$ cat src/rtl/ps2_pkg.sv
// Shared definitions for the PS/2 transmit scheduler: state encoding, prefix bytes, width helper.
// ST_GAP is present only when PS2_SCHED_GAP_EN is defined.
package ps2_pkg;

   localparam logic [7:0] PS2_PREFIX_EXT = 8'hE0;
   localparam logic [7:0] PS2_PREFIX_BRK = 8'hF0;

`ifdef PS2_SCHED_GAP_EN
   typedef enum logic [2:0] {
      ST_IDLE = 3'd0,
      ST_E0   = 3'd1,
      ST_F0   = 3'd2,
      ST_CODE = 3'd3,
      ST_GAP  = 3'd4
   } state_t;
`else
   typedef enum logic [2:0] {
      ST_IDLE = 3'd0,
      ST_E0   = 3'd1,
      ST_F0   = 3'd2,
      ST_CODE = 3'd3
   } state_t;
`endif

   function automatic int ps2_idw(input int n);
      return (n <= 2) ? 1 : $clog2(n);
   endfunction

endpackage

$ cat src/rtl/ps2_tx_sched_rr_arbiter.sv
// Combinational round-robin arbiter: scans req upward from ptr, wrapping, and reports
// the first requester found as a one-hot grant plus its index.
module rr_arbiter
   import ps2_pkg::*;
#(
   parameter int NREQ = 2,
   parameter int IDW  = ps2_idw(NREQ)
) (
   input  logic [NREQ-1:0] req,
   input  logic [IDW-1:0]  ptr,
   output logic [NREQ-1:0] grant,
   output logic [IDW-1:0]  idx,
   output logic            any
);

   always_comb begin
      grant = '0;
      idx   = '0;
      any   = 1'b0;
      for (int k = 0; k < NREQ; k++) begin
         int j;
         j = int'(ptr) + k;
         if (j >= NREQ) j = j - NREQ;
         if (!any && req[j]) begin
            any      = 1'b1;
            grant[j] = 1'b1;
            idx      = IDW'(j);
         end
      end
   end

endmodule

$ cat src/rtl/ps2_tx_sched.sv
// Round-robin scheduler that expands key events into PS/2 Set-2 byte sequences.
// Optional inter-sequence idle gap when PS2_SCHED_GAP_EN is defined.
//
// state   | meaning
// --------+---------------------------------------------------
// IDLE    | waiting for a request; accepts the arbiter winner
// S_E0    | offering the E0 extended prefix
// S_F0    | offering the F0 break prefix
// S_CODE  | offering the latched scan code
// GAP     | enforced idle after the final byte (macro only)
module ps2_tx_sched
   import ps2_pkg::*;
#(
   parameter  int NREQ       = 2,
   parameter  int GAP_CYCLES = 16,
   localparam int IDW        = ps2_idw(NREQ)
) (
   input  logic              clk,
   input  logic              rst,
   input  logic [NREQ-1:0]   req_valid,
   input  logic [8*NREQ-1:0] req_code,
   input  logic [NREQ-1:0]   req_ext,
   input  logic [NREQ-1:0]   req_brk,
   output logic [NREQ-1:0]   req_ready,
   output logic              tx_valid,
   output logic [7:0]        tx_data,
   input  logic              tx_ready,
   output logic              busy,
   output logic [IDW-1:0]    grant_id
);

   if (NREQ < 2 || NREQ > 8 || GAP_CYCLES < 1 || GAP_CYCLES > 65535) begin : g_bad_param
      $error("ps2_tx_sched: parameter out of range");
   end

   state_t          state_q, state_d;
   logic [7:0]      code_q;
   logic            brk_q;
   logic [IDW-1:0]  ptr_q, grant_q;

   logic [NREQ-1:0] arb_grant;
   logic [IDW-1:0]  arb_idx;
   logic            arb_any;
   logic            accept, xfer;

   rr_arbiter #(.NREQ(NREQ), .IDW(IDW)) u_arb (
      .req   (req_valid),
      .ptr   (ptr_q),
      .grant (arb_grant),
      .idx   (arb_idx),
      .any   (arb_any)
   );

   assign accept   = (state_q == ST_IDLE) && arb_any;
   assign xfer     = tx_valid && tx_ready;
   assign busy     = (state_q != ST_IDLE);
   assign grant_id = grant_q;

`ifdef PS2_SCHED_GAP_EN
   localparam logic [15:0] GAP_LOAD = 16'(GAP_CYCLES - 1);
   logic [15:0] gap_q;
`endif

   always_comb begin
      state_d   = state_q;
      req_ready = '0;
      tx_valid  = 1'b0;
      tx_data   = 8'h00;
      case (state_q)
         ST_IDLE: begin
            if (arb_any) begin
               req_ready = arb_grant;
               if (req_ext[arb_idx])      state_d = ST_E0;
               else if (req_brk[arb_idx]) state_d = ST_F0;
               else                       state_d = ST_CODE;
            end
         end
         ST_E0: begin
            tx_valid = 1'b1;
            tx_data  = PS2_PREFIX_EXT;
            if (tx_ready) state_d = brk_q ? ST_F0 : ST_CODE;
         end
         ST_F0: begin
            tx_valid = 1'b1;
            tx_data  = PS2_PREFIX_BRK;
            if (tx_ready) state_d = ST_CODE;
         end
         ST_CODE: begin
            tx_valid = 1'b1;
            tx_data  = code_q;
`ifdef PS2_SCHED_GAP_EN
            if (tx_ready) state_d = ST_GAP;
`else
            if (tx_ready) state_d = ST_IDLE;
`endif
         end
`ifdef PS2_SCHED_GAP_EN
         ST_GAP: begin
            if (gap_q == 16'd0) state_d = ST_IDLE;
         end
`endif
         default: state_d = ST_IDLE;
      endcase
   end

   always_ff @(posedge clk) begin
      if (rst) begin
         state_q <= ST_IDLE;
         code_q  <= 8'h00;
         brk_q   <= 1'b0;
         ptr_q   <= '0;
         grant_q <= '0;
      end else begin
         state_q <= state_d;
         if (accept) begin
            code_q  <= req_code[8*arb_idx +: 8];
            brk_q   <= req_brk[arb_idx];
            grant_q <= arb_idx;
            ptr_q   <= (int'(arb_idx) == NREQ - 1) ? '0 : arb_idx + 1'b1;
         end
      end
   end

`ifdef PS2_SCHED_GAP_EN
   // Down-counter: loaded on the final byte, GAP exits on terminal count.
   always_ff @(posedge clk) begin
      if (rst) begin
         gap_q <= 16'd0;
      end else if (state_q == ST_CODE && xfer) begin
         gap_q <= GAP_LOAD;
      end else if (state_q == ST_GAP && gap_q != 16'd0) begin
         gap_q <= gap_q - 16'd1;
      end
   end
`else
   logic unused_xfer;
   assign unused_xfer = xfer;
`endif

endmodule

$ cat config.mk
export PLATFORM = sky130hd
export DESIGN_NAME = ps2_tx_sched
export DESIGN_NICKNAME = d
export VERILOG_FILES = /design/src/rtl/ps2_pkg.sv /design/src/rtl/ps2_tx_sched_rr_arbiter.sv /design/src/rtl/ps2_tx_sched.sv
export SDC_FILE = /design/constraint.sdc
export NUM_CORES = 1
export LEC_CHECK = 0
export ABC_CLOCK_PERIOD_IN_PS = 2100
export CORE_MARGIN = 4
export CORE_UTILIZATION = 38
export CTS_CLUSTER_DIAMETER = 150
export DETAILED_ROUTE_END_ITERATION = 6
export HOLD_SLACK_MARGIN = 0.12
export PLACE_DENSITY_LB_ADDON = 0.25
export SLEW_MARGIN = 20
export SYNTH_ARGS = -nofsm -noshare
export SYNTH_HDL_FRONTEND = slang
export SYNTH_SLANG_ARGS = --single-unit
$ cat constraint.sdc
create_clock -name clk -period 2.1 [get_ports clk]
set_input_delay 0.63 -clock clk [delete_from_list [all_inputs] [get_ports clk]]
set_output_delay 0.63 -clock clk [all_outputs]
set_load 0.02 [all_outputs]
==> results of run 1 <==
## registers in the layout, summed over array words and instances, names as in the netlist
signal	cells
brk_q	1
grant_id	1
ptr_q	1
code_q	8
state_q	2
## cell usage in the layout (no fill, tap or decap), types with 2 or more instances in the layout
master,count
sky130_fd_sc_hd__a21oi_1,6
sky130_fd_sc_hd__a222oi_1,8
sky130_fd_sc_hd__a32o_1,2
sky130_fd_sc_hd__and2_1,4
sky130_fd_sc_hd__buf_2,4
sky130_fd_sc_hd__buf_4,18
sky130_fd_sc_hd__clkbuf_4,3
sky130_fd_sc_hd__clkdlybuf4s50_1,23
sky130_fd_sc_hd__dfxtp_1,11
sky130_fd_sc_hd__dlygate4sd2_1,7
sky130_fd_sc_hd__ha_1,4
sky130_fd_sc_hd__inv_1,6
sky130_fd_sc_hd__nand2_1,4
sky130_fd_sc_hd__nand3_1,2
sky130_fd_sc_hd__nor2_1,11
sky130_fd_sc_hd__nor2b_1,2
sky130_fd_sc_hd__nor3_1,3
sky130_fd_sc_hd__o21ai_0,2
## routing by layer
metal | up-vias | routed length, µm | track usage [%]
met5 | - | 0 | 0
met4 | 0 | 20 | 2.62
met3 | 4 | 127 | 5.44
met2 | 28 | 1210 | 33.3
met1 | 407 | 931 | 18.6
li1 | 421 | - | -
## stage by stage
step	setup slack, ps	total power, mW
floorplan	127	0.930
global placement	-552	1.45
detailed placement	-557	1.48
CTS	13.6	1.61
global route	6.62	1.69
finish	84.5	1.57
## cells by family after synthesis
kind of cell               Yosys count
DFF                                 13
adders and majority gates            6
AOI/OAI and AO/OA                   25
and+or+nand+nor                     30
buffers and inverters               11
## area by class of cell
type | instances | share of cell area [%]
sequential | 13 | 21.1
inverter | 6 | 1.79
timing repair buffer | 54 | 36.7
multi-input combinational | 61 | 35.7
tap | 25 | 2.49
clock inverter | 1 | 0.398
clock buffer | 3 | 1.79
## worst max-delay path: cells and delay by family (launching register included)
kind	cells	cell delay, ps
compound gates	1	170
flops	1	390
buf+inv	3	550
## power by group through the flow
stage	combinational, mW	clock (mW)	sequential (mW)
6_report	1.03	0.156	0.383
3_3_place_gp	1.09	0	0.366
3_5_place_dp	1.10	0	0.370
2_1_floorplan	0.557	0	0.374
4_1_cts	1.07	0.159	0.383
5_1_grt	1.13	0.170	0.390
## worst paths after layout
check / start / end / slack (ps)
worst max-delay path: state_q[1] / tx_data[4] / 80
worst min-delay path: code_q[1] / code_q[1] / 500
worst max register to register: state_q[0] / code_q[0] / 470
worst min register to register: code_q[1] / code_q[1] / 500
## timing repair
| action | CTS | global route |
|---|---|---|
| gates resized for setup | 34 | 6 |
| setup endpoints to repair | 12 | 5 |
| hold buffers | 0 | 0 |
==> parameters.txt, run 1 <==
Parameter                              Value

STA
  Final max-slew violation count ... 0
  Post-Route Skew ... 8.50 ps
  Setup violations, final ... 0
  Setup repair after global routing missed its margin ... false
  Worst-Margin Slew ... 372 ps
  Worst slew margin ... 75.1%
  Number of endpoints with negative hold slack in the final report ... 0
  Minimum period implied by the final worst setup slack ... 2020 ps
  Max Clk Rate ... 0.496 GHz
  Worst hold margin ... 501 ps
  Setup TNS ... 0 ps
  Part of the cycle the worst path needs ... 96.0%

Floorplanning
  DIE AREA ... 2700 µm²
  Initial Util ... 41.2%
  Row count ... 15
  X dimension of the die ... 52.0 µm
  Number of I/O pins ... 38
  Core outline area ... 1780 µm²
  Chip Height ... 52.0 µm

CTS
  Total CTS buffers ... 3
  Clock input transition at the sequential cells of the worst setup and hold paths ... 90 ps
  Level count of the clock H-tree ... 1
  Sink count of the clock tree ... 13
  Library cell used as clock root buffer ... sky130_fd_sc_hd__clkbuf_4
  Clock insertion delay at the later pin of the skew report ... 280 ps
  Buffers inserted during post-CTS setup optimization ... 0
  Maximum clock path buffer count ... 2
  TritonCTS clock tree ... done

Global routing
  First-pass GRT wire length ... 3520 µm
  Via count of the first global-routing pass ... 811
  Pin count of the biggest net entering global routing ... 13
  Total congestion overflow after global routing ... 0
  Global-route usage over all layers ... 17.4%
  Initial antenna violation count ... 0

Setup path
  Reg2Reg Depth ... 6
  Slowest stage cell, crit path ... sky130_fd_sc_hd__dfxtp_2
  Maximum fanout count along the critical path ... 4
  Worst path arrival time ... 1390 ps
  Critical Path Max Stage Delay ... 390 ps
  Required time of the critical path ... 1470 ps
  WS Path Type ... flop to output port
  Critical Path Start Type ... flop
  Worst Setup End Kind ... output port
  Critical-path cell list ... inv_1 -> buf_4 -> o21ai_0 -> clkdlybuf4s15_1

Pwr
  Switching share of power ... 43.4%
  Clock Power Share ... 10.0%
  Combinational share of power ... 65.7%
  Leakage component of the power ... 0.564 nW
  Portion of total power attributed to sequential cells ... 24.4%
  Power density over the cells ... 1250 nW/µm²
  Switching component of the power ... 0.682 mW
  Int Power ... 0.889 mW
  Peak supply drop ... 740 µV

Synthesis
  Fraction of the mapped netlist area in simple logic gates ... 20.8%
  Synth Area in Compound Gates ... 27.8%
  Number of flops mapped to enable cells by yosys ... 0
  Sequential element share of the synthesized area ... 35.4%
  Synth top area cells ... sky130_fd_sc_hd__dfxtp_1, sky130_fd_sc_hd__a222oi_1, sky130_fd_sc_hd__ha_1, sky130_fd_sc_hd__nor2_1, sky130_fd_sc_hd__a21oi_1
  Library cell with the largest summed area after synthesis ... sky130_fd_sc_hd__dfxtp_1
  Synthesized area per cell ... 8.64 µm²
  YS warnings ... 0
  Total nets after synthesis ... 116
  Most used DFF post-synth ... sky130_fd_sc_hd__dfxtp_1
  Combinational family with the most area after synthesis ... compound AO/OA/AOI/OAI gates
  Number of distinct library cells after synthesis ... 25
  Most frequent cell after synthesis ... sky130_fd_sc_hd__dfxtp_1
  Xor/xnor share of the synthesized area ... 0%
  Post-synthesis mux area share ... 0%
  Register bit count reported by yosys ... 13
  Cell area after synthesis ... 734 µm²
  Number of instances in the synthesized netlist ... 85
  Area fraction of the dominant cell type after synthesis ... 35.4%
  Post-synthesis adder-cell area fraction ... 10.2%
  Most used standard cells in the synthesized netlist ... sky130_fd_sc_hd__dfxtp_1, sky130_fd_sc_hd__nor2_1, sky130_fd_sc_hd__a222oi_1
  Async set or reset register ratio after synthesis ... 0%

Placed design
  Number of port buffers ... 37
  Estimated wirelength of the detail-placed design ... 1770 µm
  Number of placed instances, taps included ... 159
  Instance area at placement ... 1240 µm²
  GP Congestion ... 0.810

Detailed routing
  DRC violation count after routing ... 0
  WL/cell ... 14.0 µm
  WL final ... 2280 µm
  Pre-antenna DRT Iters ... 5
  Initial drt markers ... 54
  Remaining number of nets flagged by the antenna check after routing ... 0
  Vias per std cell ... 5.28
  Vias ... 860

Layout
  Footprint of the multi-input gates ... 449 µm²
  Share of the core filled with cells ... 70.5%
  Count of filler cells inserted in the layout ... 152
  Fraction of final layout cells with drive strength greater than 1 ... 26.8%
  Post-route cell area ... 1260 µm²
  Final antenna diode count ... 0
  Sequential cell area in the final layout ... 265 µm²
  Number of standard cells in the final layout excluding fillers ... 163
  Net count reported at finish ... 170
  Area growth from synthesis to layout ... 71.2%

Outcome
  Result of the run ... complete, no violations

Worst hold path
  Worst Hold Depth ... 2
  Hold Crit Class ... flop to flop

Flow run
  Max_cap viols ... 0
Power figures use the tool's default switching activity.
==> inputs of run 2 (changes only) <==
Settings changed: ABC_CLOCK_PERIOD_IN_PS 2100 to 1900.
Clock period 2.1 ns to 1.9 ns, I/O delays scaled along.
==> run 2 against run 1 <==
Clock skew shrank 1.4 ps. Die area unchanged. Critical endpoint is now tx_data[5]. Via count rose by 2.3%. First-iteration DRC count shrank 35%. Worst setup slack lost 50 ps. Non-clock buffer count is 1 higher. Global-route usage rose by 0.66 points. Sequential share of layout area shrank 0.30 points. Sequential power is 12% higher.
==> parameters.txt, run 2 (synthesis results as in run 1) <==
Parameter                              Value

Setup path
  Worst Setup End Kind ... output port
  Worst path arrival time ... 1300 ps (-90 ps)
  WS Path Type ... flop to output port
  Required time of the critical path ... 1330 ps (-140 ps)
  Critical Path Start Type ... flop
  Maximum fanout count along the critical path ... 4 (unchanged)

STA
  Post-Route Skew ... 7.07 ps (-1.43 ps)
  Worst-Margin Slew ... 364 ps (-7.98 ps)
  Minimum period implied by the final worst setup slack ... 1870 ps
  Setup TNS ... 0 ps (unchanged)
  Worst slew margin ... 75.6% (+0.53 points)
  Max Clk Rate ... 0.536 GHz
  Setup violations, final ... 0 (unchanged)
  Number of endpoints with negative hold slack in the final report ... 0 (unchanged)
  Final max-slew violation count ... 0 (unchanged)
  Setup repair after global routing missed its margin ... false
  Part of the cycle the worst path needs ... 98.2%

Detailed routing
  Topmost layer with routed signal wires ... met4
  WL/cell ... 14.4 µm (+3.0%)
  Detail Route met3 WL ... 125 µm (-1.6%)
  WL final ... 2370 µm (+3.7%)
  Initial drt markers ... 35 (-35%)
  Pre-antenna DRT Iters ... 5 (unchanged)
  Remaining number of nets flagged by the antenna check after routing ... 0 (unchanged)
  Vias ... 880 (+2.3%)
  Sum of met2 wire segment lengths after detailed routing ... 1220 µm (+1.1%)
  Vias per std cell ... 5.37 (+1.7%)
  DRC violation count after routing ... 0 (unchanged)
  DRT met1 WL ... 999 µm (+7.3%)

Floorplanning
  Initial Util ... 41.2% (unchanged)
  Number of I/O pins ... 38 (unchanged)
  Core outline area ... 1780 µm² (unchanged)
  X dimension of the die ... 52.0 µm (unchanged)
  Row count ... 15 (unchanged)
  Chip Height ... 52.0 µm (unchanged)
  DIE AREA ... 2700 µm² (unchanged)

Layout
  Largest registers in the final layout ... code_q: 8 flops, state_q: 2 flops
  Footprint of the multi-input gates ... 477 µm² (+6.1%)
  Count of filler cells inserted in the layout ... 140 (-7.9%)
  Net count reported at finish ... 171 (+0.59%)
  Fraction of final layout cells with drive strength greater than 1 ... 30.9% (+4.1 points)
  Area growth from synthesis to layout ... 75.3%
  Final antenna diode count ... 0 (unchanged)
  Most common cell after layout, fill and taps aside ... sky130_fd_sc_hd__clkdlybuf4s50_1
  Most flops, register ... code_q
  Highest-count cells in the layout ignoring fill and taps ... sky130_fd_sc_hd__clkdlybuf4s50_1, sky130_fd_sc_hd__buf_4, sky130_fd_sc_hd__nor2_1, sky130_fd_sc_hd__dfxtp_1, sky130_fd_sc_hd__a222oi_1
  Sequential cell area in the final layout ... 268 µm² (+0.94%)
  Largest register FFs ... 8 (unchanged)

Pwr
  Combinational share of power ... 67.4% (+1.7 points)
  Leakage component of the power ... 0.556 nW (-1.4%)
  Portion of total power attributed to sequential cells ... 23.3% (-1.1 points)
  Final Power ... 1.85 mW (+18%)
  Switching share of power ... 43.2% (-0.24 points)
  Int Power ... 1.05 mW (+18%)
  Peak supply drop ... 799 µV (+7.9%)
  Clock Power Share ... 9.3% (-0.7 points)
  Switching component of the power ... 0.798 mW (+17%)
  Power density over the cells ... 1440 nW/µm² (+15%)

Worst hold path
  Hold Crit Class ... flop to flop

CTS
  Clock input transition at the sequential cells of the worst setup and hold paths ... 70 ps (-20 ps)
  Sink count of the clock tree ... 13 (unchanged)
  TritonCTS clock tree ... done
  Clock insertion delay at the later pin of the skew report ... 280 ps (about the same)
  Level count of the clock H-tree ... 1 (unchanged)
  Maximum clock path buffer count ... 2 (unchanged)
  Buffers inserted during post-CTS setup optimization ... 0 (unchanged)
  Total CTS buffers ... 3 (unchanged)
  Library cell used as clock root buffer ... sky130_fd_sc_hd__clkbuf_4
  Count of hold buffers inserted by post-cts repair ... 0 (unchanged)

Global routing
  First-pass GRT wire length ... 3670 µm (+4.3%)
  Global-route usage over all layers ... 18.1% (+0.66 points)
  Via count of the first global-routing pass ... 864 (+6.5%)
  Initial antenna violation count ... 0 (unchanged)
  Pin count of the biggest net entering global routing ... 13 (unchanged)
  Total congestion overflow after global routing ... 0 (unchanged)

Placed design
  GP Congestion ... 0.805 (-0.59%)
  Estimated wirelength of the detail-placed design ... 1880 µm (+6.6%)
  Number of port buffers ... 37 (unchanged)

Flow run
  Max_cap viols ... 0 (unchanged)

Outcome
  Result of the run ... complete, no violations
-- run 2: cell count changes in the layout (fill, tap and decap cells not counted), sizes merged --
cell           before  now
dlygate4sd2         7    2
buf                22   25
clkbuf              4    7
clkdlybuf4s15       1    2
clkinv              1    0
-- run 2: area by class of cell --
class | instances | share of cell area, %
Sequential cell | 13 | 20.8
Multi-Input combinational cell | 61 | 37.0
Inverter | 6 | 1.75
Timing Repair Buffer | 55 | 36.0
Clock buffer | 4 | 2.04
Tap cell | 25 | 2.43
-- run 2: through the flow --
step / setup slack (ps) / std cells / instance area, µm² / hold WS, ps / utilization (%)
3_3_place_gp: -631 / 160 / 1250 / 470 / 70.2
3_5_place_dp: -632 / 160 / 1250 / 483 / 70.2
5_1_grt: 0.130 / 164 / 1290 / 526 / 72.2
2_1_floorplan: 47.4 / 85 / 734 / 456 / -
6_report: 34.6 / 164 / 1290 / 501 / 72.2
4_1_cts: -38.2 / 164 / 1260 / 502 / 70.8
-- run 2: layer usage --
layer,vias up,GRT usage (%)
li1,427,-
met1,421,19.8
met2,28,34.3
met3,4,3.72
met4,0,4.80
met5,-,0
-- run 2: final timing paths --
check | from | endpoint | slack, ps | cells past startpoint
worst max-delay path | state_q[1] | tx_data[5] | 30 | 5
worst min-delay path | grant_id | grant_id | 500 | 2
worst max register to register | state_q[1] | state_q[1] | 300 | 7
worst min register to register | grant_id | grant_id | 500 | 2
-- run 2: power groups by stage --
| stage | clock network [mW] | registers [mW] | logic [mW] |
|---|---|---|---|
| after global placement | 0 | 0.405 | 1.22 |
| after CTS | 0.177 | 0.420 | 1.18 |
| after detailed placement | 0 | 0.409 | 1.26 |
| final | 0.172 | 0.430 | 1.25 |
| after floorplan | 0 | 0.413 | 0.615 |
| after global routing | 0.187 | 0.438 | 1.35 |
-- run 2: worst max-delay path, stage by stage, from the launching register on --
cell and delay [ps]:
sky130_fd_sc_hd__dfxtp_4 360, sky130_fd_sc_hd__buf_4 140, sky130_fd_sc_hd__ha_4 160, sky130_fd_sc_hd__nor2_4 110
sky130_fd_sc_hd__a21oi_1 80, sky130_fd_sc_hd__buf_4 160
-- run 2: timing repair --
item	in CTS	in global routing
gates resized for setup	46	15
pin swaps	1	1
endpoints found under the setup margin	13	10
hold endpoints to repair	0	0
